[config.mk]
export PLATFORM = sky130hd
export DESIGN_NAME = mask_overlay_encoder
export DESIGN_NICKNAME = d
export VERILOG_FILES = /design/src/rtl/mask_overlay_encoder.sv
export SDC_FILE = /design/constraint.sdc
export NUM_CORES = 1
export LEC_CHECK = 0
export BUFFER_PORTS_ARGS = -buffer_cell sky130_fd_sc_hd__buf_2
export CORE_MARGIN = 10
export CORE_UTILIZATION = 53
export DETAILED_ROUTE_END_ITERATION = 7
export GPL_ROUTABILITY_DRIVEN = 0
export PLACE_DENSITY = 0.72
export SLEW_MARGIN = 20
export SYNTH_ARGS = -nofsm -noshare
export SYNTH_HDL_FRONTEND = slang
export SYNTH_SLANG_ARGS = --single-unit
[constraint.sdc]
create_clock -name clk -period 3.3 [get_ports clk]
set_input_delay 0.495 -clock clk [delete_from_list [all_inputs] [get_ports clk]]
set_output_delay 0.495 -clock clk [all_outputs]
set_load 0.02 [all_outputs]
[src/rtl/mask_overlay_encoder.sv]
// ============================================================================
// Module   : mask_overlay_encoder
// Brief    : Registered pixel slice that paints OVERLAY_RGB over masked pixels,
//            tracks frame position and flags framing errors. Optional per-frame
//            mask pixel counter is enabled by defining MASK_COUNT_EN.
// Revision : 1.0 - initial release
// ============================================================================
`default_nettype none

module mask_overlay_encoder #(
   parameter int          IMG_WIDTH   = 640,
   parameter int          IMG_HEIGHT  = 480,
   parameter logic [11:0] OVERLAY_RGB = 12'hF0F
) (
   input  logic        clk,
   input  logic        resetn,
   input  logic        s_valid,
   output logic        s_ready,
   input  logic        s_sof,
   input  logic [11:0] s_rgb,
   input  logic        s_mask,
   output logic        m_valid,
   input  logic        m_ready,
   output logic [11:0] m_rgb,
   output logic        m_sof,
   output logic        m_eol,
   output logic        frame_err
`ifdef MASK_COUNT_EN
   ,
   output logic [$clog2(IMG_WIDTH*IMG_HEIGHT+1)-1:0] mask_count,
   output logic                                      count_valid
`endif
);

   localparam int c_xw = (IMG_WIDTH  > 1) ? $clog2(IMG_WIDTH)  : 1;
   localparam int c_yw = (IMG_HEIGHT > 1) ? $clog2(IMG_HEIGHT) : 1;
   localparam logic [c_xw-1:0] c_x_last = c_xw'(IMG_WIDTH - 1);
   localparam logic [c_yw-1:0] c_y_last = c_yw'(IMG_HEIGHT - 1);

   typedef enum logic [0:0] {
      ST_IDLE   = 1'b0,
      ST_ACTIVE = 1'b1
   } state_t;

   state_t            r_state;
   state_t            w_state_nxt;
   logic [c_xw-1:0]   r_x;
   logic [c_yw-1:0]   r_y;
   logic [c_xw-1:0]   w_px;
   logic [c_yw-1:0]   w_py;
   logic              w_out_free;
   logic              w_acc;
   logic              w_fwd;
   logic              w_err;
   logic              w_x_wrap;
   logic              w_last;
   logic              r_m_valid;
   logic [11:0]       r_m_rgb;
   logic              r_m_sof;
   logic              r_m_eol;
   logic              r_frame_err;

   always_ff @(posedge clk or negedge resetn) begin
      if (!resetn) begin
         r_state <= ST_IDLE;
      end else begin
         r_state <= w_state_nxt;
      end
   end

   // Acceptance also waits on a stalled output in IDLE, so a new frame's first
   // pixel can never overwrite the previous frame's last pixel.
   always_comb begin
      w_state_nxt = r_state;
      w_out_free  = !r_m_valid | m_ready;
      s_ready     = w_out_free;
      w_acc       = s_valid & w_out_free;
      w_fwd       = w_acc & ((r_state == ST_ACTIVE) | s_sof);
      w_err       = w_acc & s_sof & (r_state == ST_ACTIVE) &
                    ((r_x != '0) | (r_y != '0));
      w_px        = s_sof ? '0 : r_x;
      w_py        = s_sof ? '0 : r_y;
      w_x_wrap    = (w_px == c_x_last);
      w_last      = w_x_wrap & (w_py == c_y_last);
      if (w_fwd) begin
         w_state_nxt = w_last ? ST_IDLE : ST_ACTIVE;
      end
   end

   // Counters hold the position of the next pixel; an s_sof pixel is always (0,0).
   always_ff @(posedge clk or negedge resetn) begin
      if (!resetn) begin
         r_x <= '0;
         r_y <= '0;
      end else if (w_fwd) begin
         if (w_last) begin
            r_x <= '0;
            r_y <= '0;
         end else if (w_x_wrap) begin
            r_x <= '0;
            r_y <= w_py + c_yw'(1);
         end else begin
            r_x <= w_px + c_xw'(1);
            r_y <= w_py;
         end
      end
   end

   always_ff @(posedge clk or negedge resetn) begin
      if (!resetn) begin
         r_m_valid   <= 1'b0;
         r_m_rgb     <= '0;
         r_m_sof     <= 1'b0;
         r_m_eol     <= 1'b0;
         r_frame_err <= 1'b0;
      end else begin
         r_frame_err <= w_err;
         if (w_out_free) begin
            r_m_valid <= w_fwd;
            if (w_fwd) begin
               r_m_rgb <= s_mask ? OVERLAY_RGB : s_rgb;
               r_m_sof <= (w_px == '0) && (w_py == '0);
               r_m_eol <= w_x_wrap;
            end
         end
      end
   end

   assign m_valid   = r_m_valid;
   assign m_rgb     = r_m_rgb;
   assign m_sof     = r_m_sof;
   assign m_eol     = r_m_eol;
   assign frame_err = r_frame_err;

`ifdef MASK_COUNT_EN
   localparam int c_cw = $clog2(IMG_WIDTH*IMG_HEIGHT+1);

   logic [c_cw-1:0] r_acc;
   logic [c_cw-1:0] r_mask_count;
   logic            r_count_valid;

   // A resync closes the old frame without the s_sof pixel, which opens the new one.
   always_ff @(posedge clk or negedge resetn) begin
      if (!resetn) begin
         r_acc         <= '0;
         r_mask_count  <= '0;
         r_count_valid <= 1'b0;
      end else begin
         r_count_valid <= 1'b0;
         if (w_err) begin
            r_mask_count  <= r_acc;
            r_count_valid <= 1'b1;
            r_acc         <= c_cw'(s_mask);
         end else if (w_fwd && w_last) begin
            r_mask_count  <= r_acc + c_cw'(s_mask);
            r_count_valid <= 1'b1;
            r_acc         <= '0;
         end else if (w_fwd) begin
            r_acc <= r_acc + c_cw'(s_mask);
         end
      end
   end

   assign mask_count  = r_mask_count;
   assign count_valid = r_count_valid;
`endif

endmodule

`default_nettype wire

==> out/metrics.yaml <==
status:
  status: "finished clean"
grt:
  antenna_found_initial: 0
  grt_pass1_vias: 1681
  grt_max_degree: 37
  track_usage_pct: 14.72
  grt_pass1_wl_mm: 7.776
  globalRoute.totalOverflow: 0
critical_path:
  reg2reg_from: "r_y[1]"
  crit_required_ps: 3470
  crit_type: "in -> reg"
  crit_chain: "buf_2 -> clkinv_1 -> nand2_1 -> inv_1 -> ha_1 -> nand4b_1 -> nor3_1 -> nor4b_2 -> a221o_1"
  arrival_ps: 2520
  cpMaxStageDelayCell: "nor3_1"
  start_kind: "input port"
  cpPeakStageDelay_ps: 630
  crit_path_end_kind: "flip-flop"
  crit_fanout: 10
  critPathTopFamily: "simple AND/OR/NAND/NOR gates"
  cp_num_buf_inv: 3
  worstSetupStartpoint: "s_sof"
synthesis:
  synth_top_area_share_pct: 46.39
  ys_ff_latch: 36
  syn_inst: 222
  synth_top_area_cell: "dfrtp_1"
  synth_warnings: 0
  synth_ff_type: "dfrtp_1"
  yosys.cell_types.count: 39
  syn_area_per_cell_sq_um: 8.747
  synth-edff-count: 0
  synth_nets: 244
  syn-cell-area_sq_um: 1942
  ys_async_sr_fraction_pct: 100.0
  seq_area_frac_synth_pct: 46.39
  synthTopCellsByArea: "dfrtp_1 (46%), nand2_1 (8.7%), o21ai_0 (4.9%), a21oi_1 (2.8%), nand3_1 (2.8%)"
detailed_routing:
  drt_wl_total_mm: 4.524
  vias: 1711
  viasPerCell: 5.592
  dr.pass1.iters: 4
  postRouteAntennaNets: 0
  drc_errors: 0
  wl_per_cell_microns: 14.78
  drt-initial-drc-count: 154
finish:
  final_cells: 306
  diodes: 0
  syn2layout_area_growth_pct: 17.72
  fin_util_pct: 66.41
  drive_above_1_share_pct: 20.77
  fin_nets: 281
die:
  core_area_sq_um: 3442
  die_area_sq_um: 6485
  rows: 21
  die_w_microns: 80.53
  ioPinCount: 35
  start_util_pct: 56.42
  die-height_microns: 80.53
flow_run:
  maxCapViolCount: 0
place:
  dp_hpwl_mm: 3.303
  placed_cells: 298
  port_buffers: 34
hold_path:
  holdCritPathClass: "in -> async"
clock_tree:
  clk_latency_ps: 280
  clk_path_buf_depth: 2
  cts_tree: "built"
  clk_pin_slew_ps: 70
  cts.htree.levels: 2
  cts_hold_buf: 0
  cts_buffers: 5
  cts_root_buffer: "clkbuf_8"
  post_cts_buffers: 0
  cts_sinks: 36
  cts_resized: 0
timing:
  tightest_slew_ps: 765.9
  max_freq_mhz: 424.7
  min_period_ps: 2355
  rsz0062_at_grt: "no"
  hold_viol: 0
  finalCritPeriodShare_pct: 71.35
  skew_ps: 5.446
  tns_ps: 0
  slew_headroom_pct: 48.94
  drv_slew: 0
  final-setup-viol-count: 0
power:
  cellLeakagePower_nw: 1.061
  peakVddDrop_mv: 0.3570
  powerDensity_nw_per_um2: 508.0
  power_mw: 1.161
==> logic make-up after synthesis <==
group | Yosys count | synth area share [%]
AND/OR/NAND/NOR | 113 | 31.12
flip-flops | 36 | 46.39
AO/OA/AOI/OAI | 48 | 15.08
multiplexers | 2 | 1.031
buffers and inverters | 19 | 3.802
adder cells (fa/ha/maj) | 4 | 2.577
==> sequential cells by signal, indices dropped and copies added (netlist names) <==
name,flops
frame_err,1
m_eol,1
m_rgb,12
m_sof,1
m_valid,1
r_state,1
r_x,10
r_y,9
==> layout make-up <==
| type | count | area, sq um |
|---|---|---|
| Inverter | 8 | 30.03 |
| Timing Repair Buffer | 41 | 222.7 |
| Multi-Input combinational cell | 167 | 967.2 |
| Clock inverter | 2 | 35.03 |
| Fill cell | 287 | 1156 |
| Tap cell | 46 | 57.56 |
| Clock buffer | 6 | 72.57 |
| Sequential cell | 36 | 900.9 |
==> synthesized netlist by cell type (all sizes together), types with 3 or more instances <==
master,number
dfrtp,36
clkbuf,9
o31ai,4
a31oi,4
nand3b,5
nand2,45
o21ai,19
nor2b,5
or3,4
nor2,9
nor4,8
nand3,11
ha,4
nand4b,3
a21oi,11
nor3,4
nand4,6
nand2b,3
inv,7
==> cells in the final DEF, fill, tap and decap left out, types with 3 or more instances in the layout <==
cell	instances
nand4_1	6
clkbuf_8	5
inv_1	7
nand3_1	11
dfrtp_1	36
nor2_1	9
or3_1	3
nor2b_1	5
nand2b_1	3
a31oi_1	4
nor4_1	6
buf_4	7
nand2_1	45
o31ai_1	4
o21ai_0	19
buf_2	34
a21oi_1	11
nor3_1	4
nand3b_1	5
ha_1	4
nand4b_1	3
==> metrics by stage <==
stage	hold WS, ps	worst slack, ps	area [sq um]
CTS	313.7	1007	2286
floorplan	199.4	1089	1942
global placement	444.9	762.1	2178
detailed placement	450.3	724.4	2178
finish	278.9	945.3	2286
global route	348.9	757.1	2286
==> where the power goes <==
part | internal, mW | switching [mW] | leakage, nW
sequential | 0.494 | 0.0487 | 0.462
clock | 0.224 | 0.157 | 0.0552
combinational | 0.0879 | 0.149 | 0.543
==> routing by layer <==
metal	routed length [microns]	up-vias	track usage [%]
li1	-	868	-
met1	2164	779	19.18
met2	1933	59	22.13
met3	388	5	5.679
met4	38	0	3.873
met5	0	-	0
==> final timing paths <==
kind | endpoint | cells past startpoint | slack [ps]
max | r_y[1] | 9 | 950
min | r_y[8] | 1 | 280
max reg2reg | r_y[1] | 6 | 1060
min reg2reg | m_rgb[9] | 2 | 460
max in group asynchronous | r_x[0] | 1 | 2530
min in group clk | m_rgb[3] | 3 | 430
No activity file was read; power rests on OpenSTA's default activity.
